`src/rtl/keypad_scanner.sv`:
```
// 3x4 matrix keypad scanner: rotates a one-hot column drive, assembles 12-bit scan
// snapshots, debounces them over several identical scans and reports single-key events.
module keypad_scanner #(
  parameter int unsigned SCAN_DIV  = 1000,
  parameter int unsigned DEB_SCANS = 4
) (
  input  logic       clk,
  input  logic       rst_n,
  output logic [2:0] Col,
  input  logic [3:0] Row,
  output logic [3:0] key_code,
  output logic       key_valid,
  output logic       key_release,
  output logic       key_held,
  output logic       multi_key
);

  localparam int unsigned DivW = (SCAN_DIV > 1) ? $clog2(SCAN_DIV) : 1;
  localparam int unsigned CntW = $clog2(DEB_SCANS + 1);
  localparam logic [DivW-1:0] DivLast = DivW'(SCAN_DIV - 1);
  localparam logic [CntW-1:0] CntMax  = CntW'(DEB_SCANS);

  typedef enum logic [1:0] {StIdle, StPressed, StMulti} state_e;

  logic [DivW-1:0] div_cnt_q, div_cnt_d;
  logic [2:0]      col_q, col_d;
  logic [11:0]     snap_q, snap_d;
  logic [11:0]     prev_q, prev_d;
  logic [CntW-1:0] stable_q, stable_d;
  logic [11:0]     pat_q, pat_d;
  logic            upd_q, upd_d;
  state_e          state_q, state_d;
  logic [3:0]      key_code_q, key_code_d;
  logic            key_valid_q, key_valid_d;
  logic            key_release_q, key_release_d;
  logic            key_held_q, key_held_d;
  logic            multi_key_q, multi_key_d;

  logic            tick;
  logic            scan_done;
  logic            pat_single;
  logic [3:0]      pat_idx;

  // Column dwell, row sampling and scan-level debounce
  always_comb begin
    tick      = (div_cnt_q == DivLast);
    scan_done = tick & col_q[2];
    div_cnt_d = tick ? '0 : div_cnt_q + DivW'(1);
    col_d     = tick ? {col_q[1:0], col_q[2]} : col_q;
    snap_d    = snap_q;
    prev_d    = prev_q;
    stable_d  = stable_q;
    pat_d     = pat_q;
    upd_d     = 1'b0;
    if (tick) begin
      for (int r = 0; r < 4; r++) begin
        for (int c = 0; c < 3; c++) begin
          if (col_q[c]) snap_d[3*r+c] = Row[r];
        end
      end
    end
    if (scan_done) begin
      if (snap_d == prev_q) begin
        if (stable_q != CntMax) begin
          stable_d = stable_q + CntW'(1);
          upd_d    = (stable_q + CntW'(1) == CntMax);
        end
      end else begin
        stable_d = CntW'(1);
        prev_d   = snap_d;
      end
    end
    if (upd_d) pat_d = snap_d;
  end

  // Key event FSM, evaluated the cycle after a debounced-pattern update
  always_comb begin
    pat_single = (pat_q != '0) && ((pat_q & (pat_q - 12'd1)) == '0);
    pat_idx    = '0;
    for (int i = 0; i < 12; i++) begin
      if (pat_q[i]) pat_idx = 4'(i);
    end
    state_d       = state_q;
    key_code_d    = key_code_q;
    key_valid_d   = 1'b0;
    key_release_d = 1'b0;
    if (upd_q) begin
      unique case (state_q)
        StIdle: begin
          if (pat_single) begin
            state_d     = StPressed;
            key_code_d  = pat_idx;
            key_valid_d = 1'b1;
          end else if (pat_q != '0) begin
            state_d = StMulti;
          end
        end
        StPressed: begin
          if (pat_q == '0) begin
            state_d       = StIdle;
            key_release_d = 1'b1;
          end else if (!pat_single || pat_idx != key_code_q) begin
            // No rollover: any different pattern blocks reporting until all keys lift
            state_d = StMulti;
          end
        end
        StMulti: begin
          if (pat_q == '0) state_d = StIdle;
        end
        default: state_d = StIdle;
      endcase
    end
    key_held_d  = (state_d == StPressed);
    multi_key_d = (state_d == StMulti);
  end

  always_ff @(posedge clk or negedge rst_n) begin
    if (!rst_n) begin
      div_cnt_q     <= '0;
      col_q         <= 3'b001;
      snap_q        <= '0;
      prev_q        <= '0;
      stable_q      <= '0;
      pat_q         <= '0;
      upd_q         <= 1'b0;
      state_q       <= StIdle;
      key_code_q    <= '0;
      key_valid_q   <= 1'b0;
      key_release_q <= 1'b0;
      key_held_q    <= 1'b0;
      multi_key_q   <= 1'b0;
    end else begin
      div_cnt_q     <= div_cnt_d;
      col_q         <= col_d;
      snap_q        <= snap_d;
      prev_q        <= prev_d;
      stable_q      <= stable_d;
      pat_q         <= pat_d;
      upd_q         <= upd_d;
      state_q       <= state_d;
      key_code_q    <= key_code_d;
      key_valid_q   <= key_valid_d;
      key_release_q <= key_release_d;
      key_held_q    <= key_held_d;
      multi_key_q   <= multi_key_d;
    end
  end

  assign Col         = col_q;
  assign key_code    = key_code_q;
  assign key_valid   = key_valid_q;
  assign key_release = key_release_q;
  assign key_held    = key_held_q;
  assign multi_key   = multi_key_q;

endmodule

```
`config.mk`:
```
export PLATFORM = sky130hd
export DESIGN_NAME = keypad_scanner
export DESIGN_NICKNAME = d
export VERILOG_FILES = /design/src/rtl/keypad_scanner.sv
export SDC_FILE = /design/constraint.sdc
export NUM_CORES = 1
export LEC_CHECK = 0
export ABC_AREA = 1
export CAP_MARGIN = 20
export CORE_ASPECT_RATIO = 1.25
export CORE_UTILIZATION = 35
export CTS_CLUSTER_DIAMETER = 80
export CTS_CLUSTER_SIZE = 12
export DETAILED_ROUTE_END_ITERATION = 7
export PLACE_DENSITY_LB_ADDON = 0.25
export SLEW_MARGIN = 40
export SYNTH_ARGS = -nofsm -noshare
export SYNTH_HDL_FRONTEND = slang
export SYNTH_SLANG_ARGS = --single-unit
```
`constraint.sdc`:
```
create_clock -name clk -period 3 [get_ports clk]
set_clock_uncertainty 0.2 [all_clocks]
set_input_delay 0.6 -clock clk [delete_from_list [all_inputs] [get_ports clk]]
set_output_delay 0.6 -clock clk [all_outputs]
set_load 0.05 [all_outputs]
```
## Word level (Yosys, flattened, before mapping)

Index checks and enable logic that the tools add are counted.

- Register bits after elaboration: 63
- Bits in latches: 0
- Bits in writable memories: 0
- Bits in read-only memories: 0
- Input port bits: 6
- Output and inout port bits: 11
- Word-level logic and storage cells: 82
- Memories kept: 0

- $add $sub $neg: 3
- $mul: 0
- Divide/modulo/power cells: 0
- Order comparisons: 0
- Equal/unequal tests: 10
- Shifts and indexed selects: 0
- Mux-type cells: 43
- Bitwise gates (word level): 3
- Reduce and logical (&&, ||, !) cells: 10

Operators by type and width:

| operator | number |
|---|---|
| two-way mux 4 bit | 10 |
| zero test 12 bit | 2 |
| two-way mux 1 bit | 22 |
| AND 12 bit | 1 |
| == test 12 bit | 1 |
| two-way mux 12 bit | 1 |
| two-way mux 2 bit | 6 |
| nonzero test 12 bit | 1 |
| subtractor 12 x 1 -> 12 bit, second input constant | 1 |
| adder 10 x 1 -> 10 bit, second input constant | 1 |
| == test 10 bit, second input constant | 1 |
| two-way mux 10 bit | 1 |
| two-way mux 3 bit | 2 |
| case mux 2 bit (3 select lines) | 1 |
| == test 2 x 1 -> 1 bit, second input constant | 2 |
| == test 2 bit, second input constant | 2 |
| inequality test 4 bit | 1 |
| AND reduction 2 bit | 2 |
| adder 3 x 1 -> 3 bit, second input constant | 1 |
| == test 3 bit, second input constant | 1 |
| inequality test 3 bit, second input constant | 1 |
| AND reduction 3 bit | 1 |
| zero test 2 bit | 1 |
| inequality test 2 x 1 -> 1 bit, second input constant | 1 |
| 5 further kinds | 5 |

## Longest topological paths before layout

- Word-level depth: 18
- Mapped depth: 18

## Worst setup path before layout

No wires, ideal clock.

- Kind: register to register
- Start: register div_cnt_q[0]
- End: register pat_q[7]
- Data arrival time: 2.094 ns
- Path slack: 0.585 ns
- Stages on the path, launching flop included: 15
- Period minus slack after synthesis: 2.415 ns
- Cells stage by stage: dfrtp_1 > ha_1 > nand2_1 > inv_1 > nand4_4 > buf_6 > nand2_1 > nand2_1 > xor2_1 > nand4_1 > nor2_4 > nand2_4 > buf_6 > nand2_1 > o21ai_2

- Cells in the longest elaborated chain, start to end: 5
- Elaborated cells between the ends (all ways): 6

Ends and longest elaborated chain:

| what | RTL line | source |
|---|---|---|
| from (decl) | 25 | `logic [DivW-1:0] div_cnt_q, div_cnt_d;` |
| from (signal assigned) | 133 | `div_cnt_q <= div_cnt_d;` |
| == test 10 bit (*) | 46 | `tick = (div_cnt_q == DivLast);` |
| two-way mux 12 bit | 55 | `if (tick) begin` |
| == test 12 bit | 63 | `if (snap_d == prev_q) begin` |
| two-way mux 1 bit | 63 |  |
| two-way mux 1 bit | 62 | `if (scan_done) begin` |
| to (signal assigned) | 138 | `pat_q <= pat_d;` |
| to (decl) | 30 | `logic [11:0] pat_q, pat_d;` |

Every way passes the cells marked *; elsewhere a longest branch is shown, timed or not.
A chain may end at the register's enable or synchronous reset.

## Final worst setup path

Ends and elaborated chain as after synthesis.

==> flow_summary.ini <==
[floorplanning]
io_pins = 17
dieArea_um2 = 10500
die-width_um = 92.0
coreArea_um2 = 9710
start_util_pct = 36.5
chipHeight_um = 115
rows = 40

[clock_network]
cts_tree = built
cts_made_buffers = 9
clockBufferDepth = 2
clock_sinks = 63
clkLatencyLatePin_ns = 0.34
htreeDepth = 3
clock_tree.root_cell = clkbuf_16
clk_pin_slew_worst_paths_ns = 0.06

[route]
route.antenna.remaining_nets = 0
viasPerCell = 4.70
wl_um = 7580
vias = 3005
drc = 0
drtIter0Drc = 149
dr.pass1.iters = 4
wl_per_cell_um = 11.8

[timing]
finalWorstSetupSlack_ns = 0.296
setup_viol = 0
maxSlewViolCount = 0
finalSetupTns_ns = 0
hold_viol = 0
max_slew_margin_pct = 51.8
worstMarginPinSlew_ns = 0.724
max_freq_mhz = 370
rsz0062_at_grt = false
finalCriticalPeriod_ns = 2.70
layout_worst_path_cycle_share_pct = 90.1

[status]
outcome = finished, final reports clean

[worst_setup_path]
critPathCaptureType = flop
cp_max_fo = 25
arrival_ns = 2.72
r2r_cells = 14
reg2reg_from = div_cnt_q[0]
regToRegSetupSlack_ns = 0.30
r2r_end = pat_q[7]
critical_path_class = flop to flop
required_ns = 3.02
worstSetupStartpointType = flop

[synthesis]
ys_seq_area_share_pct = 44.5
ys_top_cells_by_area = dfrtp_1 44%, nand2_1 16%, inv_1 8.0%
yosys.area.top_type = dfrtp_1
syn-num-nets = 488
avgSynthCellArea_um2 = 7.42
yosys_warnings = 0
ys_ff_latch = 63
yosysTopAreaCellShare_pct = 43.7
synthCells = 478
syn_area_um2 = 3550
yosysUniqueCellTypes = 29

[layout]
syn_to_final_growth_pct = 18.0
layout.nets = 519
diodes = 0
drive_gt1_share_pct = 11.5
final_common_cell = nand2_1
layout.cells.most_common_list = 152 x nand2_1, 76 x inv_1, 62 x dfrtp_1

[hold_path]
hp-class = input pin to async pin

[grt]
grt_max_degree = 35
grt_antenna_before_repair = 0
grt_overflow = 0
track_usage_pct = 16.4
grt_pass1_vias = 2931
grt_pass1_wl_um = 13300

[placement]
dp_slack_ns = 0.166
hpwl_um = 5620
place_congestion = 0.805
port_buffers = 16

[run]
cap_violations = 0

[power]
p_leak_nw = 2.22
power_density_nw_per_um2 = 441
peakVddDrop_mv = 0.216
area by class of cell:
| type | instances | area (um^2) |
|---|---|---|
| Sequential cell | 63 | 1580 |
| Clock buffer | 15 | 268 |
| Fill cell | 1016 | 5520 |
| Timing Repair Buffer | 29 | 278 |
| Multi-Input combinational cell | 325 | 1600 |
| Clock inverter | 1 | 5.00 |
| Tap cell | 126 | 158 |
| Inverter | 81 | 304 |
worst max-delay path: stages (launching register included):
cell,delay [ns]
dfrtp_1,0.39
ha_1,0.22
nand2_1,0.15
inv_1,0.11
nand4_4,0.19
buf_4,0.18
nand2_1,0.10
nand2_4,0.11
nand2_1,0.05
nand2_1,0.07
nand4_1,0.20
nor2_4,0.24
nand2_8,0.16
nand2_1,0.12
o21ai_2,0.05
registers in the layout, indices dropped and copies added, names as in the netlist:
register / count
pat_q: 12
key_held: 1
state_q: 2
multi_key: 1
snap_q: 12
Col: 3
key_code: 4
stable_q: 3
prev_q: 12
key_valid: 1
div_cnt_q: 10
key_release: 1
upd_q: 1
through the flow:
step           cells  hold slack, ns  instance area (um^2)  total power [mW]  utilization [%]
6_report         640           0.127                  4190              1.84             43.1
5_1_grt          640           0.177                  4190              1.92             43.1
4_1_cts          636           0.158                  4130              1.88             42.6
3_5_place_dp     620           0.265                  3860             0.896             39.8
3_3_place_gp     620           0.255                  3860             0.896             39.8
2_1_floorplan    478           0.104                  3550             0.868                -
power breakdown:
part	internal (mW)	leakage, nW	switching [mW]
Clock	0.604	0.134	0.361
Sequential	0.851	0.862	0
Combinational	0.00818	1.22	0.0206
Total	1.46	2.22	0.382
cells in the mapped netlist:
cell / count
nor2_2: 2
clkbuf_1: 3
dfstp_2: 1
inv_2: 3
nand2_1: 152
nor4_1: 1
xor2_1: 2
o21bai_1: 1
nand2_4: 4
nand3_1: 35
nand3b_1: 5
a21oi_1: 9
o21ai_2: 11
clkinv_1: 2
o211ai_1: 1
nor2_1: 37
ha_1: 4
dfrtp_1: 62
nor3_4: 1
nand2_2: 7
buf_6: 6
o21ai_0: 24
nand4_1: 6
inv_1: 76
o21ai_1: 13
nor2_8: 1
nor2_4: 2
nor3_1: 6
nand4_4: 1
worst max-delay path by stage:
stage	from	to	slack (ns)	depth (start not counted)
after floorplan	div_cnt_q[0]	pat_q[7]	0.59	14
after global placement	div_cnt_q[0]	pat_q[7]	0.18	16
after detailed placement	div_cnt_q[0]	pat_q[11]	0.17	16
after CTS	div_cnt_q[0]	pat_q[7]	0.13	16
after global routing	div_cnt_q[0]	stable_q[2]	0.02	16
final	div_cnt_q[0]	pat_q[7]	0.30	14
layer usage:
layer	part of all wire (%)	wire [um]	GRT usage, %
met5	0	0	0
met4	2.0	152	6.67
met3	3.1	235	4.52
met2	51	3840	28.9
met1	44	3360	18.7
cells by family after synthesis:
kind of cell    after synthesis  share of synthesized area, %
compound gates               59                          9.63
flops                        63                          44.5
xor+xnor                      2                         0.494
simple gates                260                          33.2
buf+inv                      90                          10.8
fa+ha+maj                     4                          1.41
what timing repair did:
action / 4_1_cts / 5_1_grt
setup buffers: 0 / 4
gates resized for setup: 0 / 1
hold buffers: 0 / 0
setup endpoints to repair: 0 / 20
Note: power is estimated with default switching activity, not from simulation.
